**config.mk**
```make
export PLATFORM = sky130hd
export DESIGN_NAME = sipo_deserializer
export DESIGN_NICKNAME = d
export VERILOG_FILES = /design/src/rtl/sipo_deserializer.sv
export SDC_FILE = /design/constraint.sdc
export NUM_CORES = 1
export LEC_CHECK = 0
export ABC_AREA = 0
export CAP_MARGIN = 20
export CORE_MARGIN = 2
export CORE_UTILIZATION = 44
export DETAILED_ROUTE_END_ITERATION = 16
export GPL_ROUTABILITY_DRIVEN = 0
export GPL_TIMING_DRIVEN = 1
export PLACE_DENSITY = 0.72
export SYNTH_ARGS = -nofsm -noshare
export SYNTH_HDL_FRONTEND = slang
export SYNTH_SLANG_ARGS = --single-unit
```
**constraint.sdc**
```tcl
create_clock -name clk -period 1.4 [get_ports clk]
set_clock_uncertainty 0.2 [all_clocks]
set_input_delay 0.21 -clock clk [delete_from_list [all_inputs] [get_ports clk]]
set_output_delay 0.21 -clock clk [all_outputs]
set_load 0.05 [all_outputs]
```
**src/rtl/sipo_deserializer.sv**
```systemverilog
`default_nettype none
// ============================================================================
// Module   : sipo_deserializer
// Purpose  : Serial-in/parallel-out word assembler with a one-entry
//            valid/ready holding register and a sticky overrun flag.
// Revision : 1.0 - initial release
// ============================================================================
module sipo_deserializer #(
  parameter int WIDTH     = 8,
  parameter bit MSB_FIRST = 1'b1
) (
  input  logic             clk,
  input  logic             clear,
  input  logic             enable,
  input  logic             din,
  output logic [WIDTH-1:0] dout,
  output logic             dout_valid,
  input  logic             dout_ready,
  output logic             busy,
  output logic             overrun
);

  localparam int               CNT_W  = $clog2(WIDTH);
  localparam logic [CNT_W-1:0] C_LAST = CNT_W'(WIDTH - 1);

  typedef enum logic [0:0] {
    ST_IDLE  = 1'b0,
    ST_SHIFT = 1'b1
  } state_t;

  state_t           r_state;
  logic [WIDTH-1:0] r_sr;
  logic [CNT_W-1:0] r_cnt;
  logic [WIDTH-1:0] w_sr_next;
  logic             w_complete;
  logic             w_accept;

  // Shift direction is fixed at elaboration time.
  generate
    if (MSB_FIRST) begin : g_msb_first
      // First received bit migrates toward the top of the word.
      always_comb begin
        w_sr_next = {r_sr[WIDTH-2:0], din};
      end
    end else begin : g_lsb_first
      // First received bit migrates toward bit 0 of the word.
      always_comb begin
        w_sr_next = {din, r_sr[WIDTH-1:1]};
      end
    end
  endgenerate

  // A word completes on the strobe that delivers its last bit.
  assign w_complete = enable && (r_cnt == C_LAST);
  // The consumer only takes a word that is actually being offered.
  assign w_accept   = dout_valid && dout_ready;

  // Bit assembly: shift register, bit counter, IDLE/SHIFT tracking and busy.
  always_ff @(posedge clk) begin
    if (clear) begin
      r_state <= ST_IDLE;
      r_sr    <= '0;
      r_cnt   <= '0;
      busy    <= 1'b0;
    end else if (enable) begin
      r_sr  <= w_sr_next;
      r_cnt <= w_complete ? '0 : r_cnt + CNT_W'(1);
      busy  <= !w_complete;
      case (r_state)
        ST_IDLE:  r_state <= w_complete ? ST_IDLE : ST_SHIFT;
        ST_SHIFT: r_state <= w_complete ? ST_IDLE : ST_SHIFT;
        default:  r_state <= ST_IDLE;
      endcase
    end
  end

  // Holding register: load on completion if free or being drained, else flag overrun.
  always_ff @(posedge clk) begin
    if (clear) begin
      dout       <= '0;
      dout_valid <= 1'b0;
      overrun    <= 1'b0;
    end else if (w_complete) begin
      if (!dout_valid || w_accept) begin
        dout       <= w_sr_next;
        dout_valid <= 1'b1;
      end else begin
        overrun <= 1'b1;
      end
    end else if (w_accept) begin
      dout_valid <= 1'b0;
    end
  end

endmodule
`default_nettype wire

```
---- Yosys cells after proc, flatten, opt, wreduce, memory -nomap -nowiden ----
Index checks and enable logic that the tools add are counted.
operators by class
  multiplexer cells ....................... 4
  bitwise logic cells ..................... 1
  add/sub/neg operators ................... 1
  reduce and logical (&&, ||, !) cells .... 9
  eq/ne operators ......................... 2
operators with widths
  operator               count
  $reduce_and A2 Y1      3
  $add A3 B1 Y3 const B  1
  $eq A3 B3 Y1 const B   1
  $mux W1                3
  $mux W3                1
  $logic_and A1 B1 Y1    2
  $logic_not A1 Y1       2
  $ne A2 B1 Y1 const B   1
  $reduce_bool A2 Y1     1
  $logic_or A1 B1 Y1     1
  $not A1 Y1             1
storage, ports and cells
  register bits after elaboration ......... 21
  logic and storage cells ................. 23

---- Logic depth before layout (Yosys ltp) ----
Gate-level depths: netlist of the first run.
  depth in word-level cells ............... 4
  depth in mapped cells ................... 5

---- Worst setup path before layout of the first run ----
OpenSTA, ideal clock, no wires.
  kind .................................... register to register
  start point ............................. reg dout_valid
  end point ............................... reg dout[0]
  required time ........................... 1.128 ns
  path slack .............................. -0.015 ns
  arrival time ............................ 1.143 ns
  period minus slack after synthesis ...... 1.415 ns
  stages on the path, launching flop included .. 4
  library setup time ...................... 0.072 ns
  cells stage by stage .................... dfxtp_1 -> and2b_2 -> nor2_8 -> mux2i_1
on the way
  word-level cells in the longest chain between the ends .. 3
  elaborated cells between the ends (all ways) .. 4
  those cells by class .................... 4 x reduce/logical
RTL lines
  element                                                         line    source
  start: declaration                                              17      output logic dout_valid,
  start signal: assignment                                        81      dout_valid <= 1'b0;
  start signal: assignment                                        86      dout_valid <= 1'b1;
  start signal: assignment                                        91      dout_valid <= 1'b0;
  $logic_not A1 Y1 / $logic_and A1 B1 Y1 (equally long branches)  84, 56
  $logic_or A1 B1 Y1 (*)                                          84      if (!dout_valid || w_accept) begin
  $reduce_and A2 Y1 (no line) (*)                                 n/a
  end signal: assignment                                          85      dout <= w_sr_next;
  end: declaration                                                16      output logic [WIDTH-1:0] dout,
Mark *: on every way between the ends. The rest lies on a longest branch, timed or not.
A chain may end at the register's enable or synchronous reset.

---- Final worst setup path of the first run ----
  start point ............................. reg r_cnt[1]
  end point ............................... reg dout[1]
on the way
  word-level cells in the longest chain between the ends .. 3
RTL lines
  element                      line  source
  start: declaration           33    logic [CNT_W-1:0] r_cnt;
  start signal: assignment     67    r_cnt <= w_complete ? '0 : r_cnt + CNT_W'(1);
  $eq A3 B3 Y1                 54    assign w_complete = enable && (r_cnt == C_LAST);
  $logic_and A1 B1 Y1          54
  $reduce_and A2 Y1 (no line)  n/a
Every way passes these cells.

==> flow_metrics.env, run 1 <==
export IMPL_status="finished clean"
export IMPL_grt_first_pass_wirelength_um=2620
export IMPL_detail_route_antenna_nets=0
export IMPL_tightest_slew_ns=0.257
export IMPL_fillCellCount=147
export IMPL_nets=112
export IMPL_synthAdderAreaFrac_pct=2.88
export IMPL_hold_violations=0
export IMPL_fin_tns_setup_ns=0
export IMPL_ctsLongestPathBuffers=2
export IMPL_power_density_mw_per_mm2=798
export IMPL_setup_viol=0
export IMPL_grt_setup_unrepaired="yes"
export IMPL_htree_num_levels=1
export IMPL_detail_route_wl_per_cell_um=11.3
export IMPL_yosys_cell_types_count=17
export IMPL_worstSetupStartpointType="register"
export IMPL_yosysWarnings=0
export IMPL_core_mm2=0.00190
export IMPL_drtPass1Iterations=2
export IMPL_p_switching_mw=0.224
export IMPL_cp_arrival_ns=1.43
export IMPL_cp_required_ns=1.43
export IMPL_grt_max_degree=30
export IMPL_netSwitchingFraction_pct=22.4
export IMPL_die_y_um=48.4
export IMPL_muxShareOfSynthArea_pct=18.4
export IMPL_path_clk_slew_ns=0.11
export IMPL_antenna_found_initial=0
export IMPL_area_growth_pct=44.2
export IMPL_track_usage_pct=14.8
export IMPL_n_antenna_cell=0
export IMPL_grt_ovfl_total=0
export IMPL_seq_area_frac_synth_pct=48.4
export IMPL_postSynthAreaPerCell_um2=10.3
export IMPL_vdd_drop_max_uv=814
export IMPL_p_comb_share_pct=9.8
export IMPL_ys_seq_elements=21
export IMPL_fmax_mhz=717
export IMPL_synthCells=84
export IMPL_register_area_um2=424
export IMPL_p_clk_share_pct=28.4
export IMPL_synth_top_family_by_area="simple AND/OR/NAND/NOR gates"
export IMPL_max_slew_margin_pct=82.8
export IMPL_instances_no_fill=131
export IMPL_cts_tree="done"
export IMPL_drcViolationCount=0
export IMPL_die_width_um=48.4
export IMPL_synth_compound_area_share_pct=3.03
export IMPL_synth_simple_area_share_pct=24.4
export IMPL_clk_insertion_delay_late_ns=0.30
export IMPL_pin_count=16
export IMPL_crit_fanout=8
export IMPL_die_area_mm2=0.00234
export IMPL_drive_above_1_share_pct=28.8
export IMPL_wl_um=1480
export IMPL_portBuffers=15
export IMPL_vias=596
export IMPL_slew_viol_final=0
export IMPL_multi_input_area_um2=458
export IMPL_std_cell_rows=16
export IMPL_dpl_hpwl_um=1060
export IMPL_leakagePower_nw=0.483
export IMPL_p_seq_share_pct=61.8
export IMPL_criticalPathCategory="register to register"
export IMPL_worst_hold_slack_ns=0.270
export IMPL_internal_power_mw=0.776
export IMPL_syn_cell_area_um2=868
export IMPL_hp_class="register to register"
export IMPL_clock_sinks=21
export IMPL_initial_core_util_pct=45.7
export IMPL_timing_final_crit_share_pct=99.6
export IMPL_root_buffer="clkbuf_4"
export IMPL_grt_pass1_vias=577
export IMPL_routed_via_density=4.55
export IMPL_period_needed_ns=1.39
export IMPL_endpoint_kind="register"
export IMPL_synthXorXnorAreaFrac_pct=0
export IMPL_numCtsBuffers=3
export IMPL_maxCapViolCount=0
export IMPL_postCtsSetupRepairBufs=0
export IMPL_drt_initial_drc_count=5
export IMPL_synth_nets=91
export IMPL_dp_cells=127
export IMPL_final_setup_worst_slack_ns=0.00617
export IMPL_dp_worst_setup_slack_ns=-0.233
-- worst paths after layout --
kind              slack (ns)  endpoint  cells after the start      from
setup / recovery       0.006   dout[1]                      5  r_cnt[1]
hold / removal          0.27   dout[7]                      2   r_sr[6]
setup reg to reg       0.006   dout[1]                      5  r_cnt[1]
hold reg to reg         0.27   dout[7]                      2   r_sr[6]
-- worst max-delay path: stages, from the launching register on --
cell and delay [ns]:
dfxtp_2 0.37, ha_4 0.14, ha_4 0.14, nand2_4 0.07
nor2_8 0.19, mux2i_1 0.21
-- kinds of logic (layout without fill, tap and decap cells) --
kind of cell,after synthesis,count (layout)
simple gates,36,36
flops,21,21
mux,16,16
compound gates,5,5
buf+inv,4,24
fa+ha+maj,2,2
-- per-stage QoR --
stage	power (mW)	instance area [µm²]	utilization, %
2_1_floorplan	0.681	872	-
3_3_place_gp	0.719	1190	62.6
3_5_place_dp	0.721	1190	62.6
4_1_cts	1.01	1250	65.6
5_1_grt	1.05	1250	65.9
6_report	1.00	1250	65.9
-- area by class of cell --
type | count | area share [%]
Multi-Input combinational cell | 59 | 36.6
Sequential cell | 21 | 33.9
Timing Repair Buffer | 20 | 24.8
Tap cell | 27 | 2.70
Clock buffer | 4 | 2.10
-- power groups by stage --
stage | Combinational, mW | Clock, mW | Sequential [mW]
2_1_floorplan | 0.0474 | 0 | 0.634
3_3_place_gp | 0.0910 | 0 | 0.628
3_5_place_dp | 0.0928 | 0 | 0.629
4_1_cts | 0.0964 | 0.297 | 0.618
5_1_grt | 0.109 | 0.316 | 0.620
6_report | 0.0979 | 0.284 | 0.618
-- metal layers --
| layer | vias up | global-route usage [%] | wire, µm | share of wire (%) |
|---|---|---|---|---|
| li1 | 314 | - | - | - |
| met1 | 270 | 17.5 | 607 | 41 |
| met2 | 10 | 23.1 | 773 | 52 |
| met3 | 2 | 7.10 | 72 | 4.9 |
| met4 | 0 | 5.71 | 21 | 1.4 |
| met5 | - | 0 | 0 | 0 |
-- cells in the mapped netlist, drive strengths merged --
library cell / number / area, µm²
dfxtp: 21 / 420
mux2i: 16 / 160
nand2b: 16 / 100
nor2: 15 / 72.6
a21oi: 3 / 15.0
and2b: 3 / 26.3
buf: 3 / 21.3
ha: 2 / 25.0
a31oi: 1 / 6.26
clkbuf: 1 / 3.75
nand2: 1 / 6.26
nor2b: 1 / 6.26
o21ai: 1 / 5.00
-- state kept, by name, indices dropped and copies added (netlist names) --
| name | count |
|---|---|
| busy | 1 |
| dout | 8 |
| dout_valid | 1 |
| overrun | 1 |
| r_cnt | 3 |
| r_sr | 7 |
-- cells in the final DEF (no fill, tap or decap), drive strengths merged --
| master | count |
|---|---|
| a31oi | 1 |
| nor2b | 1 |
| nand2b | 16 |
| dfxtp | 21 |
| mux2i | 16 |
| and2b | 3 |
| clkbuf | 4 |
| ha | 2 |
| buf | 16 |
| a21oi | 3 |
| nor2 | 15 |
| clkdlybuf4s50 | 4 |
| nand2 | 1 |
| o21ai | 1 |
-- repair_timing --
action                     4_1_cts  5_1_grt
setup endpoints to repair       10       17
pin swaps                        1        3
gates resized for setup          6        2
hold buffers                     0        0
No activity file was read; power rests on OpenSTA's default activity.
==> inputs of run 2 (changes only) <==
==> constraint.sdc (replaced) <==
create_clock -name clk -period 1.4 [get_ports clk]
set_clock_uncertainty 0.2 [all_clocks]
set_input_delay 0.21 -clock clk [delete_from_list [all_inputs] [get_ports clk]]
set_output_delay 0.21 -clock clk [all_outputs]
set_load 0.01 [all_outputs]
==> run 2 against run 1 <==
Against the previous run: global-route usage is 2.1 points lower; via count is 0.17% higher; largest power group unchanged; clock power is 2% lower; register-to-register slack hardly changed; cell area is 9.2% lower; power is 1.7% lower; sequential share of layout area is 3.3 points higher; critical path depth stayed put.
==> flow_metrics.env, run 2 (synthesized netlist as in run 1, its figures left out) <==
export IMPL_status="finished clean"
export IMPL_grt_first_pass_wirelength_um=2390
export IMPL_max_slew_margin_pct=84.9
export IMPL_final_setup_worst_slack_ns=0.0129
export IMPL_drtPass1Iterations=3
export IMPL_hold_violations=0
export IMPL_largest_reg_flops=8
export IMPL_final_cell_mix="19 x dfxtp_1, 16 x mux2i_1, 16 x nand2b_1"
export IMPL_initial_core_util_pct=45.7
export IMPL_largest_register="dout"
export IMPL_numCtsBuffers=3
export IMPL_routed_via_density=4.52
export IMPL_fmax_mhz=721
export IMPL_std_cell_rows=16
export IMPL_setup_viol=0
export IMPL_area_growth_pct=31.0
export IMPL_internal_power_mw=0.773
export IMPL_cts_hold_buf=0
export IMPL_detail_route_wl_per_cell_um=9.89
export IMPL_netSwitchingFraction_pct=21.3
export IMPL_core_mm2=0.00190
export IMPL_n_antenna_cell=0
export IMPL_grt_pass1_vias=559
export IMPL_vias=597
export IMPL_endpoint_kind="register"
export IMPL_drcViolationCount=0
export IMPL_root_buffer="clkbuf_4"
export IMPL_reg_largest_list="dout x8, r_sr x7, r_cnt x3"
export IMPL_htree_num_levels=1
export IMPL_clock_sinks=21
export IMPL_ctsLongestPathBuffers=2
export IMPL_cts_tree="done"
export IMPL_p_comb_share_pct=9.0
export IMPL_dp_cells=127
export IMPL_detail_route_antenna_nets=0
export IMPL_dp_worst_setup_slack_ns=-0.231
export IMPL_portBuffers=15
export IMPL_worstSetupStartpointType="register"
export IMPL_criticalPathCategory="register to register"
export IMPL_timing_final_crit_share_pct=99.1
export IMPL_antenna_found_initial=0
export IMPL_power_density_mw_per_mm2=864
export IMPL_fillCellCount=155
export IMPL_wl_um=1310
export IMPL_final_common_cell="dfxtp_1"
export IMPL_maxCapViolCount=0
export IMPL_p_switching_mw=0.210
export IMPL_drive_above_1_share_pct=17.1
export IMPL_period_needed_ns=1.39
export IMPL_instances_no_fill=132
export IMPL_dpl_hpwl_um=908
export IMPL_die_area_mm2=0.00234
export IMPL_p_clk_share_pct=28.3
export IMPL_p_seq_share_pct=62.8
export IMPL_pin_count=16
export IMPL_die_width_um=48.4
export IMPL_track_usage_pct=12.6
export IMPL_grt_max_degree=30
export IMPL_grt_ovfl_total=0
export IMPL_leakagePower_nw=0.490
export IMPL_nets=113
export IMPL_grt_setup_unrepaired="yes"
export IMPL_slew_viol_final=0
export IMPL_vdd_drop_max_uv=613
export IMPL_hp_class="register to register"
export IMPL_drt_initial_drc_count=5
export IMPL_crit_fanout=8
export IMPL_cp_required_ns=1.42
export IMPL_cp_arrival_ns=1.41
export IMPL_tightest_slew_ns=0.226
export IMPL_clk_insertion_delay_late_ns=0.29
export IMPL_path_clk_slew_ns=0.11
export IMPL_die_y_um=48.4
==> run 2: worst max-delay path: stages, from the launching register on <==
cell     delay [ns]
dfxtp_2        0.37
ha_4           0.14
ha_4           0.14
nand2_4        0.07
nor2_8         0.19
mux2i_1        0.21
==> run 2: path summary, 6_finish.rpt <==
check | from | end | slack, ns | cells past startpoint
max | r_cnt[0] | dout[6] | 0.01 | 5
min | dout[4] | dout[4] | 0.28 | 2
max reg2reg | r_cnt[0] | dout[6] | 0.01 | 5
min reg2reg | dout[4] | dout[4] | 0.28 | 2
==> run 2: area by class of cell <==
cell class | count | area [µm²] | share of cell area (%)
tap | 27 | 33.8 | 2.97
timing repair buffer | 21 | 194 | 17.1
multi-input combinational | 59 | 460 | 40.5
sequential | 21 | 423 | 37.2
clock buffer | 4 | 26.3 | 2.31
==> run 2: power by group through the flow <==
stage,Combinational [mW],Sequential [mW],Clock [mW]
CTS,0.0875,0.617,0.290
floorplan,0.0474,0.628,0
finish,0.0881,0.617,0.278
detailed placement,0.0823,0.628,0
global route,0.0971,0.619,0.316
global placement,0.0807,0.627,0
==> run 2: through the flow <==
step / instance area [µm²] / setup TNS (ns) / utilization [%] / total power [mW] / hold WS (ns)
2_1_floorplan: 871 / 0 / - / 0.675 / 0.157
3_3_place_gp: 1080 / -3.31 / 56.8 / 0.708 / 0.247
3_5_place_dp: 1080 / -3.35 / 56.8 / 0.710 / 0.265
4_1_cts: 1130 / -0.0867 / 59.4 / 0.995 / 0.282
5_1_grt: 1140 / -0.342 / 59.8 / 1.03 / 0.304
6_report: 1140 / 0 / 59.8 / 0.983 / 0.277
==> run 2: timing repair <==
item / CTS / global route
endpoints found under the setup margin: 22 / 10
gates resized for setup: 17 / 2
buffers inserted: 1 / 0
pin swaps: 2 / 2
==> run 2: per-layer routing <==
metal  track usage, %  vias to the layer above  routed length [µm]
li1                 -                      316                   -
met1             16.6                      271                 697
met2             20.4                       10                 560
met3             3.09                        0                  47
met4             4.29                        0                   0
met5                0                        -                   0
